$ cat src/rtl/spi_master.sv
// ============================================================================
// Module  : spi_master
// Purpose : Byte-frame SPI master. Accepts a LEN-bit word on a valid/ready
//           request port and shifts it out on mosi, MSB first. At the same
//           time it shifts miso in, and returns the captured word on a
//           valid/ready response port. sck idles low. The slave samples mosi
//           on the rising edge of sck. The master samples miso in the last
//           system-clock cycle of each sck high phase. ss is active-high.
// Revision: 1.0 - initial release
// ----------------------------------------------------------------------------
// Parameters
//   LEN  : bits per frame (number of sck rising edges), >= 1
//   DIV  : sck half-period in clock cycles, >= 1
// Ports
//   clock      in   system clock, rising-edge active
//   reset      in   asynchronous active-high reset
//   req_valid  in   request word present
//   req_ready  out  master can accept a request (IDLE only)
//   req_data   in   [LEN] word to transmit, MSB first
//   resp_valid out  received word available
//   resp_ready in   consumer accepts the response
//   resp_data  out  [LEN] received word, first sampled bit at MSB
//   sck        out  SPI clock, idle low
//   ss         out  slave select, active-high
//   mosi       out  master-out data
//   miso       in   slave-out data
// ============================================================================
`default_nettype none

module spi_master #(
  parameter int LEN = 16,
  parameter int DIV = 2
) (
  input  logic           clock,
  input  logic           reset,
  input  logic           req_valid,
  output logic           req_ready,
  input  logic [LEN-1:0] req_data,
  output logic           resp_valid,
  input  logic           resp_ready,
  output logic [LEN-1:0] resp_data,
  output logic           sck,
  output logic           ss,
  output logic           mosi,
  input  logic           miso
);

  localparam int DIV_W = (DIV > 1) ? $clog2(DIV) : 1;
  localparam int BIT_W = (LEN > 1) ? $clog2(LEN) : 1;
  localparam logic [DIV_W-1:0] C_DIV_LAST = DIV_W'(DIV - 1);
  localparam logic [BIT_W-1:0] C_BIT_LAST = BIT_W'(LEN - 1);

  typedef enum logic [2:0] {
    S_IDLE  = 3'd0,
    S_SETUP = 3'd1,
    S_XFER  = 3'd2,
    S_HOLD  = 3'd3,
    S_RESP  = 3'd4
  } state_t;

  state_t           state_q;
  logic [LEN-1:0]   tx_q;
  logic [LEN-1:0]   rx_q;
  logic [BIT_W-1:0] bit_cnt_q;
  logic [DIV_W-1:0] div_cnt_q;
  logic             sck_q;
  logic             ss_q;
  logic             mosi_q;
  logic             req_ready_q;
  logic             resp_valid_q;
  logic [LEN-1:0]   resp_data_q;
  // The first SETUP cycle only raises ss and presents the MSB on mosi.
  // The DIV-cycle setup count starts after that cycle.
  logic             start_q;
  // Set once the final bit has been sampled. The closing low phase then
  // leads into HOLD instead of producing another rising edge.
  logic             last_q;

  logic [LEN-1:0]   tx_shift_d;
  logic [LEN-1:0]   rx_shift_d;
  logic             div_end_d;

  assign tx_shift_d = tx_q << 1;
  assign div_end_d  = (div_cnt_q == C_DIV_LAST);

  // Receive shift: a one-bit frame has nothing to shift, so it takes miso directly.
  generate
    if (LEN == 1) begin : g_rx_single
      assign rx_shift_d = miso;
    end else begin : g_rx_multi
      assign rx_shift_d = {rx_q[LEN-2:0], miso};
    end
  endgenerate

  always_ff @(posedge clock or posedge reset) begin
    if (reset) begin
      state_q      <= S_IDLE;
      tx_q         <= '0;
      rx_q         <= '0;
      bit_cnt_q    <= '0;
      div_cnt_q    <= '0;
      sck_q        <= 1'b0;
      ss_q         <= 1'b0;
      mosi_q       <= 1'b0;
      req_ready_q  <= 1'b1;
      resp_valid_q <= 1'b0;
      resp_data_q  <= '0;
      start_q      <= 1'b0;
      last_q       <= 1'b0;
    end else begin
      case (state_q)
        S_IDLE: begin
          if (req_valid && req_ready_q) begin
            tx_q        <= req_data;
            rx_q        <= '0;
            bit_cnt_q   <= '0;
            div_cnt_q   <= '0;
            start_q     <= 1'b1;
            last_q      <= 1'b0;
            req_ready_q <= 1'b0;
            state_q     <= S_SETUP;
          end
        end

        S_SETUP: begin
          if (start_q) begin
            start_q <= 1'b0;
            ss_q    <= 1'b1;
            sck_q   <= 1'b0;
            mosi_q  <= tx_q[LEN-1];
          end else if (div_end_d) begin
            div_cnt_q <= '0;
            sck_q     <= 1'b1;
            state_q   <= S_XFER;
          end else begin
            div_cnt_q <= div_cnt_q + 1'b1;
          end
        end

        S_XFER: begin
          if (!div_end_d) begin
            div_cnt_q <= div_cnt_q + 1'b1;
          end else begin
            div_cnt_q <= '0;
            if (sck_q) begin
              // End of high phase: sample miso, drop sck, and advance mosi
              // on this falling-edge cycle so it is stable for the next high phase.
              sck_q <= 1'b0;
              rx_q  <= rx_shift_d;
              if (bit_cnt_q == C_BIT_LAST) begin
                mosi_q <= 1'b0;
                last_q <= 1'b1;
              end else begin
                tx_q      <= tx_shift_d;
              mosi_q    <= tx_shift_d[LEN-1];
                bit_cnt_q <= bit_cnt_q + 1'b1;
              end
            end else if (last_q) begin
              state_q <= S_HOLD;
            end else begin
              sck_q <= 1'b1;
            end
          end
        end

        S_HOLD: begin
          if (div_end_d) begin
            div_cnt_q    <= '0;
            ss_q         <= 1'b0;
            resp_data_q  <= rx_q;
            resp_valid_q <= 1'b1;
            state_q      <= S_RESP;
          end else begin
            div_cnt_q <= div_cnt_q + 1'b1;
          end
        end

        S_RESP: begin
          if (resp_ready) begin
            resp_valid_q <= 1'b0;
            req_ready_q  <= 1'b1;
            state_q      <= S_IDLE;
          end
        end

        default: begin
          state_q      <= S_IDLE;
          sck_q        <= 1'b0;
          ss_q         <= 1'b0;
          mosi_q       <= 1'b0;
          req_ready_q  <= 1'b1;
          resp_valid_q <= 1'b0;
        end
      endcase
    end
  end

  assign req_ready  = req_ready_q;
  assign resp_valid = resp_valid_q;
  assign resp_data  = resp_data_q;
  assign sck        = sck_q;
  assign ss         = ss_q;
  assign mosi       = mosi_q;

endmodule

`default_nettype wire

$ cat config.mk
export PLATFORM = sky130hd
export DESIGN_NAME = spi_master
export DESIGN_NICKNAME = d
export VERILOG_FILES = /design/src/rtl/spi_master.sv
export SDC_FILE = /design/constraint.sdc
export NUM_CORES = 1
export LEC_CHECK = 0
export ABC_AREA = 1
export ABC_CLOCK_PERIOD_IN_PS = 1950
export CAP_MARGIN = 20
export CORE_AREA = 2 2 83 85
export DETAILED_ROUTE_END_ITERATION = 8
export DIE_AREA = 0 0 85 87
export PLACE_DENSITY = 0.74
export SYNTH_ARGS = -nofsm -noshare
export SYNTH_HDL_FRONTEND = slang
export SYNTH_SLANG_ARGS = --single-unit
$ cat constraint.sdc
create_clock -name clock -period 1.95 [get_ports clock]
set_clock_uncertainty 0.05 [all_clocks]
set_input_delay 0.39 -clock clock [delete_from_list [all_inputs] [get_ports clock]]
set_output_delay 0.39 -clock clock [all_outputs]
set_load 0.05 [all_outputs]
# After elaboration in Yosys (flattened, before gate mapping)
# Index checks and enable logic that the tools add are counted.
# Widths: inputs -> output; s select.
[totals]
regBits = 63
elab_cells = 110
inputBits = 21
[classes]
n_mux = 51
n_reduce_logical = 22
n_addsub = 2
n_bitwise = 4
eq_ne = 18
[ops]
columns = ["operator", "count"]
rows = [
  ["$mux 16", 7],
  ["$pmux 16 s2", 2],
  ["$mux 3", 8],
  ["$ne 2x2->1 const B", 12],
  ["$mux 1", 20],
  ["$pmux 1 s3", 6],
  ["$mux 4", 4],
  ["$pmux 3 s5", 1],
  ["$reduce_and 3->1", 5],
  ["$reduce_or 3->1", 4],
  ["$reduce_and 5->1", 2],
  ["$pmux 4 s2", 1],
  ["$reduce_and 4->1", 2],
  ["$reduce_and 8->1", 1],
  ["$eq 3x2->1 const B", 2],
  ["$add 4x1->4 const B", 1],
  ["$eq 4x4->1 const B", 1],
  ["$not 1->1", 4],
  ["$pmux 1 s2", 2],
  ["$reduce_and 2->1", 2],
  ["$reduce_bool 2->1", 2],
  ["$eq 3x1->1 const B", 1],
  ["$eq 3x3->1 const B", 1],
  ["$logic_not 3->1", 1],
  ["5 further kinds", 5],
]

# Logic depth before layout (Yosys ltp)
[logic_depth]
word_depth = 5
mapped_depth = 10
ltp_nobuf = 8

# Least setup slack after synthesis
# Ideal clock, no wire load.
[synth_path]
kind = "register -> register"
start = "reg req_ready_q, in the netlist req_ready"
end = "reg bit_cnt_q[2]"
slack_ps = 377
n_path_buf = 1
setup_time_ps = 117
period_less_slack_ps = 1573
stages_incl_launch_ff = 9
arrival_ps = 1406
path_cell_list = "dfstp_2 -> nand2_1 -> nand3_4 -> nand2_1 -> nor2_2 -> nand2_2 -> buf_6 -> nand2_1 -> nand2_1"
[synth_between]
elab_chain_cells = 3
[synth_lines]
columns = ["element", "line_no", "text"]
rows = [
  ["start, declared", "69", "logic req_ready_q;"],
  ["start signal, assigned", "105", "req_ready_q <= 1'b1;"],
  ["start signal, assigned", "120", "req_ready_q <= 1'b0;"],
  ["start signal, assigned", "181", "req_ready_q <= 1'b1;"],
  ["$logic_and 1x1->1", "113", "if (req_valid && req_ready_q) begin"],
  ["$ne 2x2->1 (no line)", "n/a", ""],
  ["$reduce_and 5->1 (no line)", "n/a", ""],
  ["end signal, assigned", "156", "bit_cnt_q <= bit_cnt_q + 1'b1;"],
  ["end, declared", "64", "logic [BIT_W-1:0] bit_cnt_q;"],
]
# Every way passes these cells.
# A chain may end at the register's enable or synchronous reset.

# Final worst setup path
[layout_path]
start = "reg resp_data_q[13], in the netlist resp_data[13]"
end = "out resp_data[13]"
[layout_rtl]
columns = ["element", "line_no", "text"]
rows = [
  ["start, declared", "71", "logic [LEN-1:0] resp_data_q;"],
  ["start signal, assigned", "170", "resp_data_q <= rx_q;"],
  ["end, declared", "41", "output logic [LEN-1:0] resp_data,"],
]
# No word-level cell between the ends.

==> results.sh <==
export IMPL_crit_path_max_incr_delay_ps=800
export IMPL_synth_cell_types=25
export IMPL_syn_inst=391
export IMPL_io_buffers=41
export IMPL_leakage_nw=2.180
export IMPL_setup_tns_ps=0
export IMPL_worst_pin_slew_ps=510.0
export IMPL_synth_area_leaders="dfrtp_1 50%, nand2_1 27%, o21ai_2 4.5%"
export IMPL_hold_path_class="input port to asynchronous set/reset pin"
export IMPL_maxSlewHeadroom_pct=65.94
export IMPL_wl_per_cell_um=11.72
export IMPL_cp_data_required_time_ps=1510
export IMPL_postSynthAreaPerCell_um2=7.926
export IMPL_io_pins=42
export IMPL_grt_pass1_wl_um=10430
export IMPL_postRouteAntennaNets=0
export IMPL_seq_area_frac_synth_pct=50.91
export IMPL_diodes=0
export IMPL_coreArea_um2=6569
export IMPL_regArea_um2=1578
export IMPL_die_x_um=85
export IMPL_yosysWarnings=0
export IMPL_cts_root_buf="clkbuf_8"
export IMPL_start_util_pct=47.18
export IMPL_clkSlewWorstSetupHoldPaths_ps=70
export IMPL_ctsLongestPathBuffers=2
export IMPL_htreeDepth=3
export IMPL_critical_path_buf_inv_count=1
export IMPL_grt_pass1_vias=2388
export IMPL_cp_slowest_cell="clkdlybuf4s50_1"
export IMPL_synth_nets=413
export IMPL_tritoncts="done"
export IMPL_drive_above_1_share_pct=15.19
export IMPL_fin_nets=459
export IMPL_startpoint_type="register"
export IMPL_fillers=599
export IMPL_syn2layout_area_growth_pct=22.77
export IMPL_totalWireLength_um=6107
export IMPL_path_delay_family="buffers and inverters"
export IMPL_dpl_hpwl_um=4252
export IMPL_slew_viol_final=0
export IMPL_place_congestion=0.8665
export IMPL_synth_edf_count=0
export IMPL_die_area_um2=7395
export IMPL_synth_ff_type="dfrtp_1"
export IMPL_grt_max_degree=33
export IMPL_irDropWorstVdd_mv=0.6947
export IMPL_multi_input_area_um2=1339
export IMPL_synth_top_area_share_pct=50.06
export IMPL_worstSetupPathType="register to output port"
export IMPL_grt_overflow=0
export IMPL_place_inst=506
export IMPL_fin_crit_ps=1914
export IMPL_fin_ws_ps=35.98
export IMPL_synth_most_common_cell="nand2_1"
export IMPL_finalCritPeriodShare_pct=98.15
export IMPL_critPathMaxFanout=2
export IMPL_syn_area_um2=3099
export IMPL_stdcell_count=521
export IMPL_total_power_mw=5.307
export IMPL_drt_iter0_drc=121
export IMPL_ys_seq_elements=63
export IMPL_status="finished clean"
export IMPL_via_per_inst=4.802
export IMPL_grtUsageTotal_pct=17.51
export IMPL_place_ws_ps=67.37
export IMPL_setup_violations=0
export IMPL_drc_errors=0
export IMPL_ys_async_sr_fraction_pct=100.0
export IMPL_numCtsBuffers=9
export IMPL_die_h_um=87
export IMPL_synth_commonest_cells="221 x nand2_1, 62 x dfrtp_1, 16 x o21ai_2"
export IMPL_endpoint_kind="output port"
export IMPL_drv_cap=0
export IMPL_crit_arrival_ps=1470
export IMPL_hold_viol=0
export IMPL_clock_fmax_ghz=0.5225
export IMPL_yosys_area_top_type="dfrtp_1"
export IMPL_firstDrtPassIters=4
export IMPL_vias=2502
export IMPL_cts_sinks=63
export IMPL_clk_latency_ps=340
export IMPL_cellPowerDensity_nw_per_um2=1395
export IMPL_row_count=30
export IMPL_crit_chain="clkdlybuf4s50_1"
export IMPL_antenna_found_initial=0
[worst reg2reg max path: cells and delay by family (launching register included)]
kind,cells,cell delay [ps]
DFF,1,510
and+or+nand+nor,7,1060
[sequential cells by signal (all words and copies together) (netlist names)]
register,flops
last_q,1
start_q,1
tx_q,16
resp_valid,1
div_cnt_q,1
bit_cnt_q,4
sck,1
rx_q,16
req_ready,1
state_q,3
resp_data,16
ss,1
mosi,1
[worst paths after layout]
check / from / end / slack (ps) / cells past startpoint
min reg2reg: resp_data[12] / resp_data[12] / 410 / 2
min in group clock: resp_data[12] / resp_data[12] / 410 / 2
max in group asynchronous: reset / req_ready / 950 / 3
max: resp_data[13] / resp_data[13] / 40 / 1
max reg2reg: state_q[0] / tx_q[7] / 260 / 7
min: reset / rx_q[3] / 360 / 2
[cells by family after synthesis]
| family | after synthesis | share of synthesized area [%] |
|---|---|---|
| compound gates | 26 | 6.136 |
| xor+xnor | 2 | 0.5653 |
| fa+ha+maj | 1 | 0.4036 |
| buf+inv | 32 | 5.894 |
| flops | 63 | 50.91 |
| simple gates | 267 | 36.09 |
[report_power, final]
part / leakage, nW / total [mW] / internal [mW] / switching [mW]
registers: 0.842 / 1.85 / 1.60 / 0.248
logic: 1.25 / 2.39 / 0.807 / 1.58
clock network: 0.0892 / 1.07 / 0.580 / 0.491
total: 2.18 / 5.31 / 2.99 / 2.32
[repair_timing]
action | in CTS | in global routing
resized for setup | 0 | 11
hold buffers | 0 | 0
buffers inserted | 0 | 0
setup endpoints to repair | 0 | 11
[stage by stage]
step	instance area, um2	hold WS (ps)	utilization [%]
finish	3805	361.6	57.92
global route	3805	405.0	57.92
CTS	3777	363.2	57.50
detailed placement	3598	407.9	54.78
global placement	3598	402.7	54.78
floorplan	3103	392.2	-
[cell type report]
cell class / count / share of cell area (%)
multi-input combinational: 296 / 35.19
sequential: 63 / 41.47
clock inverter: 4 / 1.250
inverter: 16 / 1.743
timing repair buffer: 51 / 14.27
tap: 80 / 2.631
clock buffer: 11 / 3.453
[cell usage in the layout (no fill, tap or decap), types with 2 or more instances in the layout]
| cell | n |
|---|---|
| clkbuf_1 | 2 |
| buf_12 | 4 |
| o21ai_0 | 9 |
| nand3_2 | 4 |
| nand3_1 | 14 |
| inv_1 | 12 |
| clkinvlp_4 | 2 |
| nand2_2 | 3 |
| clkinv_2 | 2 |
| dfrtp_1 | 62 |
| o21ai_2 | 16 |
| nand2_1 | 221 |
| buf_4 | 14 |
| clkbuf_8 | 9 |
| inv_2 | 2 |
| nor2_4 | 5 |
| clkdlybuf4s50_1 | 22 |
| nor2_1 | 15 |
| dlymetal6s2s_1 | 11 |
[per-layer routing]
metal	track usage [%]	share of wire [%]	vias up
met5	0	0	-
met3	3.033	3.3	8
met1	22.41	47	1147
met4	7.937	1.0	0
li1	-	-	1299
met2	29.19	48	48
No activity file was read; power rests on OpenSTA's default activity.
